[src/rtl/uart_tx_fifo.sv]
// Parametrised UART transmitter with a small transmit FIFO in front of it.
// Queued words are sent back-to-back; TX is registered and idles high.
module uart_tx_fifo #(
    parameter int DATA_BITS  = 8,
    parameter int BAUD_DIV   = 2604,
    parameter int PARITY     = 0,
    parameter int STOP_BITS  = 1,
    parameter int FIFO_DEPTH = 4
) (
    input  logic                 clk,
    input  logic                 rst_n,
    input  logic                 trmt,
    input  logic [DATA_BITS-1:0] tx_data,
    output logic                 tx_done,
    output logic                 TX,
    output logic                 tx_busy,
    output logic                 fifo_full,
    output logic                 ovf
);
    // state | meaning
    // IDLE  | line high, waiting for a queued word
    // START | start bit, line low
    // DATA  | data bits, LSB first
    // PAR   | parity bit, only visited when PARITY != 0
    // STOP  | stop bit(s), line high
    typedef enum logic [2:0] {IDLE, START, DATA, PAR, STOP} state_t;

    localparam int AW = (FIFO_DEPTH > 1) ? $clog2(FIFO_DEPTH) : 1;
    localparam int CW = $clog2(FIFO_DEPTH + 1);
    localparam int BW = $clog2(BAUD_DIV);

    state_t                 state, state_next;
    logic [DATA_BITS-1:0]   mem [FIFO_DEPTH];
    logic [AW-1:0]          wr_ptr, rd_ptr;
    logic [CW-1:0]          count;
    logic                   push, pop, fifo_empty;
    logic [BW-1:0]          baud_cnt;
    logic                   baud_end;
    logic [3:0]             bit_cnt;
    logic                   data_last, stop_last;
    logic [DATA_BITS-1:0]   shreg, sh_next;
    logic                   par_bit;
    logic                   tx_next;

    assign fifo_full  = (count == CW'(FIFO_DEPTH));
    assign fifo_empty = (count == '0);
    // Full test uses the pre-edge count, so a same-edge pop never rescues a push.
    assign push       = trmt && !fifo_full;
    assign baud_end   = (baud_cnt == BW'(BAUD_DIV - 1));
    assign data_last  = (bit_cnt == 4'(DATA_BITS - 1));
    assign stop_last  = (bit_cnt == 4'(STOP_BITS - 1));
    assign tx_busy    = (state != IDLE);

    always_ff @(posedge clk) begin
        if (push) mem[wr_ptr] <= tx_data;
    end

    always_ff @(posedge clk or negedge rst_n) begin
        if (!rst_n) begin
            wr_ptr <= '0;
            rd_ptr <= '0;
            count  <= '0;
            ovf    <= 1'b0;
        end else begin
            if (push) wr_ptr <= wr_ptr + 1'b1;
            if (pop)  rd_ptr <= rd_ptr + 1'b1;
            if (push && !pop)      count <= count + 1'b1;
            else if (!push && pop) count <= count - 1'b1;
            if (trmt && fifo_full) ovf <= 1'b1;
        end
    end

    always_ff @(posedge clk or negedge rst_n) begin
        if (!rst_n) state <= IDLE;
        else        state <= state_next;
    end

    always_comb begin
        state_next = state;
        pop        = 1'b0;
        case (state)
            IDLE: begin
                if (!fifo_empty) begin
                    pop        = 1'b1;
                    state_next = START;
                end
            end
            START: if (baud_end) state_next = DATA;
            DATA: begin
                if (baud_end && data_last) state_next = (PARITY != 0) ? PAR : STOP;
            end
            PAR: if (baud_end) state_next = STOP;
            STOP: begin
                if (baud_end && stop_last) begin
                    if (!fifo_empty) begin
                        pop        = 1'b1;
                        state_next = START;
                    end else begin
                        state_next = IDLE;
                    end
                end
            end
            default: state_next = IDLE;
        endcase
    end

    always_comb begin
        sh_next = shreg;
        if (pop)                           sh_next = mem[rd_ptr];
        else if (state == DATA && baud_end) sh_next = shreg >> 1;
        tx_next = 1'b1;
        case (state_next)
            START:   tx_next = 1'b0;
            DATA:    tx_next = sh_next[0];
            PAR:     tx_next = par_bit;
            default: tx_next = 1'b1;
        endcase
    end

    always_ff @(posedge clk or negedge rst_n) begin
        if (!rst_n) begin
            TX       <= 1'b1;
            shreg    <= '0;
            par_bit  <= 1'b0;
            baud_cnt <= '0;
            bit_cnt  <= '0;
            tx_done  <= 1'b0;
        end else begin
            TX    <= tx_next;
            shreg <= sh_next;
            if (pop) par_bit <= (^mem[rd_ptr]) ^ (PARITY == 2);
            if (state == IDLE || baud_end) baud_cnt <= '0;
            else                           baud_cnt <= baud_cnt + 1'b1;
            if (state_next != state) bit_cnt <= '0;
            else if (baud_end)       bit_cnt <= bit_cnt + 1'b1;
            if (push)                                    tx_done <= 1'b0;
            else if (state == STOP && state_next == IDLE) tx_done <= 1'b1;
        end
    end
endmodule

[config.mk]
export PLATFORM = sky130hd
export DESIGN_NAME = uart_tx_fifo
export DESIGN_NICKNAME = d
export VERILOG_FILES = /design/src/rtl/uart_tx_fifo.sv
export SDC_FILE = /design/constraint.sdc
export NUM_CORES = 1
export LEC_CHECK = 0
export ABC_AREA = 0
export CORE_MARGIN = 1.5
export CORE_UTILIZATION = 30
export CTS_BUF_LIST = sky130_fd_sc_hd__clkbuf_8
export DETAILED_ROUTE_END_ITERATION = 10
export GPL_TIMING_DRIVEN = 0
export SLEW_MARGIN = 20
export SYNTH_ARGS = -nofsm -noshare
export SYNTH_HDL_FRONTEND = slang
export SYNTH_SLANG_ARGS = --single-unit
[constraint.sdc]
create_clock -name clk -period 3.7 [get_ports clk]
set_input_delay 0.74 -clock clk [delete_from_list [all_inputs] [get_ports clk]]
set_output_delay 0.74 -clock clk [all_outputs]
set_load 0.005 [all_outputs]
==> impl_metrics.yaml, run 1 <==
run_status:
  outcome: "completed"
layout:
  layout-drive-gt1-share_pct: 13.2
  diodes: 0
  num-fill-cells: 1049
  syn_to_final_growth_pct: 17.2
  final_nets: 288
  fin_util_pct: 36.6
floorplan:
  ios: 16
  die_area_mm2: 0.0115
  rows: 37
  die_w_um: 107
  core-area_mm2: 0.0105
  die_y_um: 107
  initial_core_util_pct: 31.2
clock_network:
  cts_resized: 0
  cts_tree: "built"
  cts_hold_buf: 0
  clk_latency_ns: 0.34
  post_cts_buffers: 0
  root_buffer: "clkbuf_8"
  cts.sinks: 70
  clk_pin_slew_worst_paths_ns: 0.08
  cts_max_path_buffers: 2
  htreeDepth: 3
  cts_buffers: 9
place:
  portBuffers: 15
  dp_hpwl_mm: 3.66
  gp_congestion: 0.801
setup_path:
  crit_required_ns: 3.94
  worstSetupPathType: "reg2reg"
  worstSetupEndpointType: "register"
  arrival_ns: 3.03
  cp-start-kind: "register"
  path_max_fanout: 10
logic_synthesis:
  syn_avg_cell_area_um2: 13.5
  ys.flop_type: "dfrtp_1"
  netlist_instances: 241
  syn_area_mm2: 0.00326
  yosysSeqAreaShare_pct: 58.6
  syn_nets: 261
  synth_seq_cells: 70
  synth-async-reset-ratio_pct: 54.3
  yosysWarnings: 0
  synth-edff-count: 32
  ys_types: 50
route:
  first_iter_violations: 86
  ant_nets: 0
  viasPerCell: 4.53
  drc: 0
  dr.pass1.iters: 4
  drt_wl_total_mm: 5.27
  vias: 1852
  avgRoutedWirePerCell_um: 12.9
timing:
  setup_tns_ns: 0
  hold_viol: 0
  slew_violations: 0
  skew_ns: 0.0121
  grt_setup_unrepaired: "false"
  max_slew.worst_pin.slew_ns: 0.478
  setup_viol: 0
  finalCriticalPeriod_ns: 2.79
  fmaxAchievable_ghz: 0.358
  fin_crit_sh_pct: 75.4
  slew_headroom_pct: 68.1
grt:
  grtUsageTotal_pct: 10.8
  grt_max_degree: 27
  grt-ovfl-total: 0
  grt_pass1_vias: 1969
  grt_antenna_before_repair: 0
  grt_pass1_wl_mm: 9.48
pwr:
  pwr-share-seq_pct: 43.6
  combPwrFrac_pct: 29.4
  ir_worst_vdd_uv: 299
  cellPowerDensity_mw_per_mm2: 677
  clock_power_share_pct: 27.0
  internal_power_mw: 1.80
  power.switching_mw: 0.786
  p_leak_nw: 1.57
  switching_share_pct: 30.3
flow_run:
  maxCapViolCount: 0
min_path:
  hold_class: "in2async"
-- power by group through the flow --
stage               clock (mW)  combinational, mW  sequential, mW
floorplan                    0              0.614            1.12
global placement             0              0.771            1.14
detailed placement           0              0.784            1.15
CTS                      0.724              0.787            1.13
global route             0.764              0.869            1.16
finish                   0.699              0.762            1.13
-- synth_stat cells, drive strengths merged, types with 2 or more instances --
| cell type | count | area share, % |
|---|---|---|
| xnor2 | 14 | 4.0 |
| a21o | 2 | 0.50 |
| nand3 | 5 | 0.77 |
| nor2b | 2 | 0.38 |
| a21oi | 8 | 1.2 |
| nor2 | 30 | 3.5 |
| xor2 | 12 | 3.2 |
| o22ai | 2 | 0.38 |
| nor3b | 4 | 1.3 |
| mux2 | 2 | 0.80 |
| mux4 | 8 | 6.3 |
| dfrtp | 37 | 28 |
| clkbuf | 4 | 0.50 |
| mux2i | 7 | 2.1 |
| buf | 4 | 1.4 |
| o21ai | 5 | 0.88 |
| edfxtp | 32 | 29 |
| a211o | 2 | 0.54 |
| and3 | 6 | 1.1 |
| ha | 8 | 3.1 |
| inv | 10 | 1.1 |
| nand4 | 4 | 1.2 |
| and2 | 5 | 0.96 |
| nand2 | 14 | 1.6 |
-- metal layers --
layer / vias to the layer above / wire length (um) / GRT usage [%]
li1: 913 / - / -
met1: 914 / 2510 / 13.6
met2: 19 / 2530 / 17.2
met3: 6 / 163 / 3.69
met4: 0 / 69 / 4.00
met5: - / 0 / 0
-- area by class of cell --
type / count / area, um2 / share of cell area (%)
buffer: 8 / 61.3 / 1.60
timing repair buffer: 16 / 165 / 4.32
clock inverter: 7 / 104 / 2.71
clock buffer: 9 / 124 / 3.24
tap: 136 / 170 / 4.45
inverter: 10 / 37.5 / 0.981
sequential: 70 / 1910 / 50.0
multi-input combinational: 153 / 1250 / 32.7
-- worst paths after layout --
| check | startpoint | end | slack (ns) | cells past startpoint |
|---|---|---|---|---|
| min in group clk | ovf | ovf | 0.46 | 1 |
| max | baud_cnt[0] | count[1] | 0.91 | 10 |
| min | rst_n | rd_ptr[0] | 0.29 | 1 |
| max in group asynchronous | rst_n | TX | 2.90 | 2 |
| min reg2reg | ovf | ovf | 0.46 | 1 |
| max reg2reg | baud_cnt[0] | count[1] | 0.91 | 10 |
-- placed cells by master (no fill, tap or decap), types with 6 or more instances in the layout --
| master | instances |
|---|---|
| a21oi_1 | 8 |
| and3_1 | 6 |
| clkbuf_8 | 9 |
| clkdlybuf4s50_1 | 14 |
| dfrtp_1 | 37 |
| edfxtp_1 | 32 |
| ha_1 | 8 |
| inv_1 | 10 |
| mux2i_1 | 7 |
| mux4_1 | 7 |
| nand2_1 | 14 |
| nor2_1 | 29 |
| xnor2_1 | 13 |
| xor2_1 | 12 |
-- critical path, stage by stage (launching register included) --
cell     delay (ns)
dfrtp_1        0.38
ha_1           0.24
and4b_1        0.33
nand4_1        0.22
a21o_2         0.29
buf_6          0.14
buf_8          0.14
ha_1           0.20
inv_1          0.07
fa_1           0.40
mux2_2         0.27
-- stage by stage --
stage | total power, mW | cell area (um2) | cells | setup WS [ns] | hold WS [ns]
finish | 2.59 | 3830 | 409 | 0.909 | 0.290
global route | 2.79 | 3830 | 409 | 0.668 | 0.289
CTS | 2.64 | 3830 | 409 | 0.871 | 0.280
detailed placement | 1.93 | 3600 | 393 | 0.850 | 0.448
global placement | 1.91 | 3580 | 392 | 0.907 | 0.447
floorplan | 1.73 | 3260 | 241 | 1.15 | 0.444
-- cells by family after synthesis --
family / synth area share [%]
AOI/OAI and AO/OA: 4.60
xor gates and xnor gates: 7.21
adders and majority gates: 3.68
muxes: 9.28
buffers and inverters: 3.03
and+or+nand+nor: 13.6
DFF: 58.6
-- flip-flops by register name, indices dropped and copies added, names as in the netlist --
signal and cells:
TX 1, par_bit 1, wr_ptr 2, baud_cnt 12
count 3, bit_cnt 4, tx_done 1, rd_ptr 2
shreg 8, state 3, ovf 1, mem 32
No activity file was read; power rests on OpenSTA's default activity.
==> run 2: changes to the inputs <==
- clock period: 3.7 -> 2.6 ns (I/O delays scaled with it)
==> impl_metrics.yaml, run 2 (same netlist as run 1, synthesis figures left out) <==
run_status:
  outcome: "completed"
route:
  avgRoutedWirePerCell_um: 13.1
  ant_nets: 0
  viasPerCell: 4.56
  drc: 0
  drt_wl_total_mm: 5.60
  vias: 1946
  dr.pass1.iters: 4
  first_iter_violations: 90
setup_path:
  cp-start-kind: "register"
  max_stage_delay_ns: 0.41
  worstPathCellList: "ha_4 -> and4b_2 -> nand4_1 -> buf_4 -> buf_4 -> buf_4 -> buf_4 -> buf_4 -> buf_4 -> buf_4 -> buf_4 -> buf_4 -> o22ai_2 -> a32oi_2"
  crit_top_cell: "buf_4"
  crit_required_ns: 2.85
  crit_path_top_delay_cell: "dfrtp_1"
  r2r_cells: 14
  path_max_fanout: 4
  worstSetupPathType: "reg2reg"
  worstSetupEndpointType: "register"
  arrival_ns: 2.73
clock_network:
  root_buffer: "clkbuf_8"
  cts_tree: "built"
  htreeDepth: 3
  clk_pin_slew_worst_paths_ns: 0.08
  cts_max_path_buffers: 2
  clk_latency_ns: 0.34
  cts_buffers: 9
  cts.sinks: 70
pwr:
  power_mw: 3.76
  clock_power_share_pct: 26.6
  cellPowerDensity_mw_per_mm2: 936
  ir_worst_vdd_uv: 429
  combPwrFrac_pct: 30.4
  internal_power_mw: 2.61
  pwr-share-seq_pct: 43.0
  p_leak_nw: 1.66
  power.switching_mw: 1.15
  switching_share_pct: 30.5
floorplan:
  die_w_um: 107
  core-area_mm2: 0.0105
  ios: 16
  die_area_mm2: 0.0115
  rows: 37
  die_y_um: 107
  initial_core_util_pct: 31.2
layout:
  layout-drive-gt1-share_pct: 21.0
  top_regs: "mem (32), baud_cnt (12), shreg (8)"
  final_cell_mix: "37 x dfrtp_1, 32 x edfxtp_1, 29 x nor2_1"
  final_common_cell: "dfrtp_1"
  fin_util_pct: 38.4
  top_register: "mem"
  final_nets: 306
  largest_reg_flops: 32
  stdcell_count: 427
  syn_to_final_growth_pct: 23.0
  diodes: 0
place:
  dp.cells: 393
  pre_cts_slack_ns: -0.196
  dp_hpwl_mm: 3.66
  gp_congestion: 0.801
  portBuffers: 15
timing:
  fmaxAchievable_ghz: 0.404
  setup_viol: 0
  fin_ws_ns: 0.125
  fin_crit_sh_pct: 95.2
  finalCriticalPeriod_ns: 2.48
  slew_headroom_pct: 69.0
  slew_violations: 0
  max_slew.worst_pin.slew_ns: 0.465
  skew_ns: 0.0104
  hold_viol: 0
grt:
  grtUsageTotal_pct: 11.2
  grt-ovfl-total: 0
  grt_pass1_wl_mm: 9.85
  grt_antenna_before_repair: 0
  grt_max_degree: 27
  grt_pass1_vias: 2030
flow_run:
  maxCapViolCount: 0
min_path:
  hold_class: "in2async"
run 2: path summary, 6_finish.rpt:
path | startpoint | endpoint | slack [ns]
max in group asynchronous | rst_n | TX | 2.02
min in group clk | ovf | ovf | 0.46
setup / recovery | baud_cnt[1] | TX | 0.12
hold reg to reg | ovf | ovf | 0.46
hold / removal | rst_n | bit_cnt[2] | 0.07
setup reg to reg | baud_cnt[1] | TX | 0.12
run 2: metal layers:
layer | wire length (um) | global-route usage (%)
met3 | 184 | 3.69
met5 | 0 | 0
met2 | 2720 | 18.1
met1 | 2630 | 14.0
met4 | 69 | 4.00
run 2: metrics by stage:
step | TNS [ns] | cell area [um2] | hold WS (ns)
after floorplan | 0 | 3260 | 0.224
after global placement | -0.218 | 3580 | 0.447
after detailed placement | -0.282 | 3600 | 0.445
after CTS | 0 | 3940 | 0.0599
after global routing | -0.0162 | 4020 | 0.0690
final | 0 | 4020 | 0.0684
run 2: cell type report:
class / count / area [um2]
multi-input cells: 153 / 1310
well taps: 136 / 170
repair buffers: 35 / 308
clock buffers: 9 / 124
plain buffers: 7 / 50.0
clock inverters: 7 / 104
inverters: 10 / 37.5
flip-flops and latches: 70 / 1910
fillers: 1026 / 6450
run 2: power by group through the flow:
stage / Sequential, mW / Clock (mW) / Combinational, mW
after floorplan: 1.59 / 0 / 0.874
after global placement: 1.62 / 0 / 1.10
after detailed placement: 1.63 / 0 / 1.12
after CTS: 1.62 / 1.03 / 1.15
after global routing: 1.65 / 1.09 / 1.30
final: 1.62 / 0.998 / 1.14
run 2: critical path, delay by kind of cell (launching register included):
kind,cells,cell delay [ns]
buffers and inverters,9,1.16
AND/OR/NAND/NOR,2,0.39
adder cells (fa/ha/maj),1,0.17
AO/OA/AOI/OAI,2,0.27
flip-flops,1,0.41
run 2: what timing repair did:
item                       CTS  global route
pin swaps                    2             5
setup endpoints to repair    2             4
hold endpoints to repair     0             0
hold buffers                 0             0
resized for setup            4             7
buffers inserted            13             6
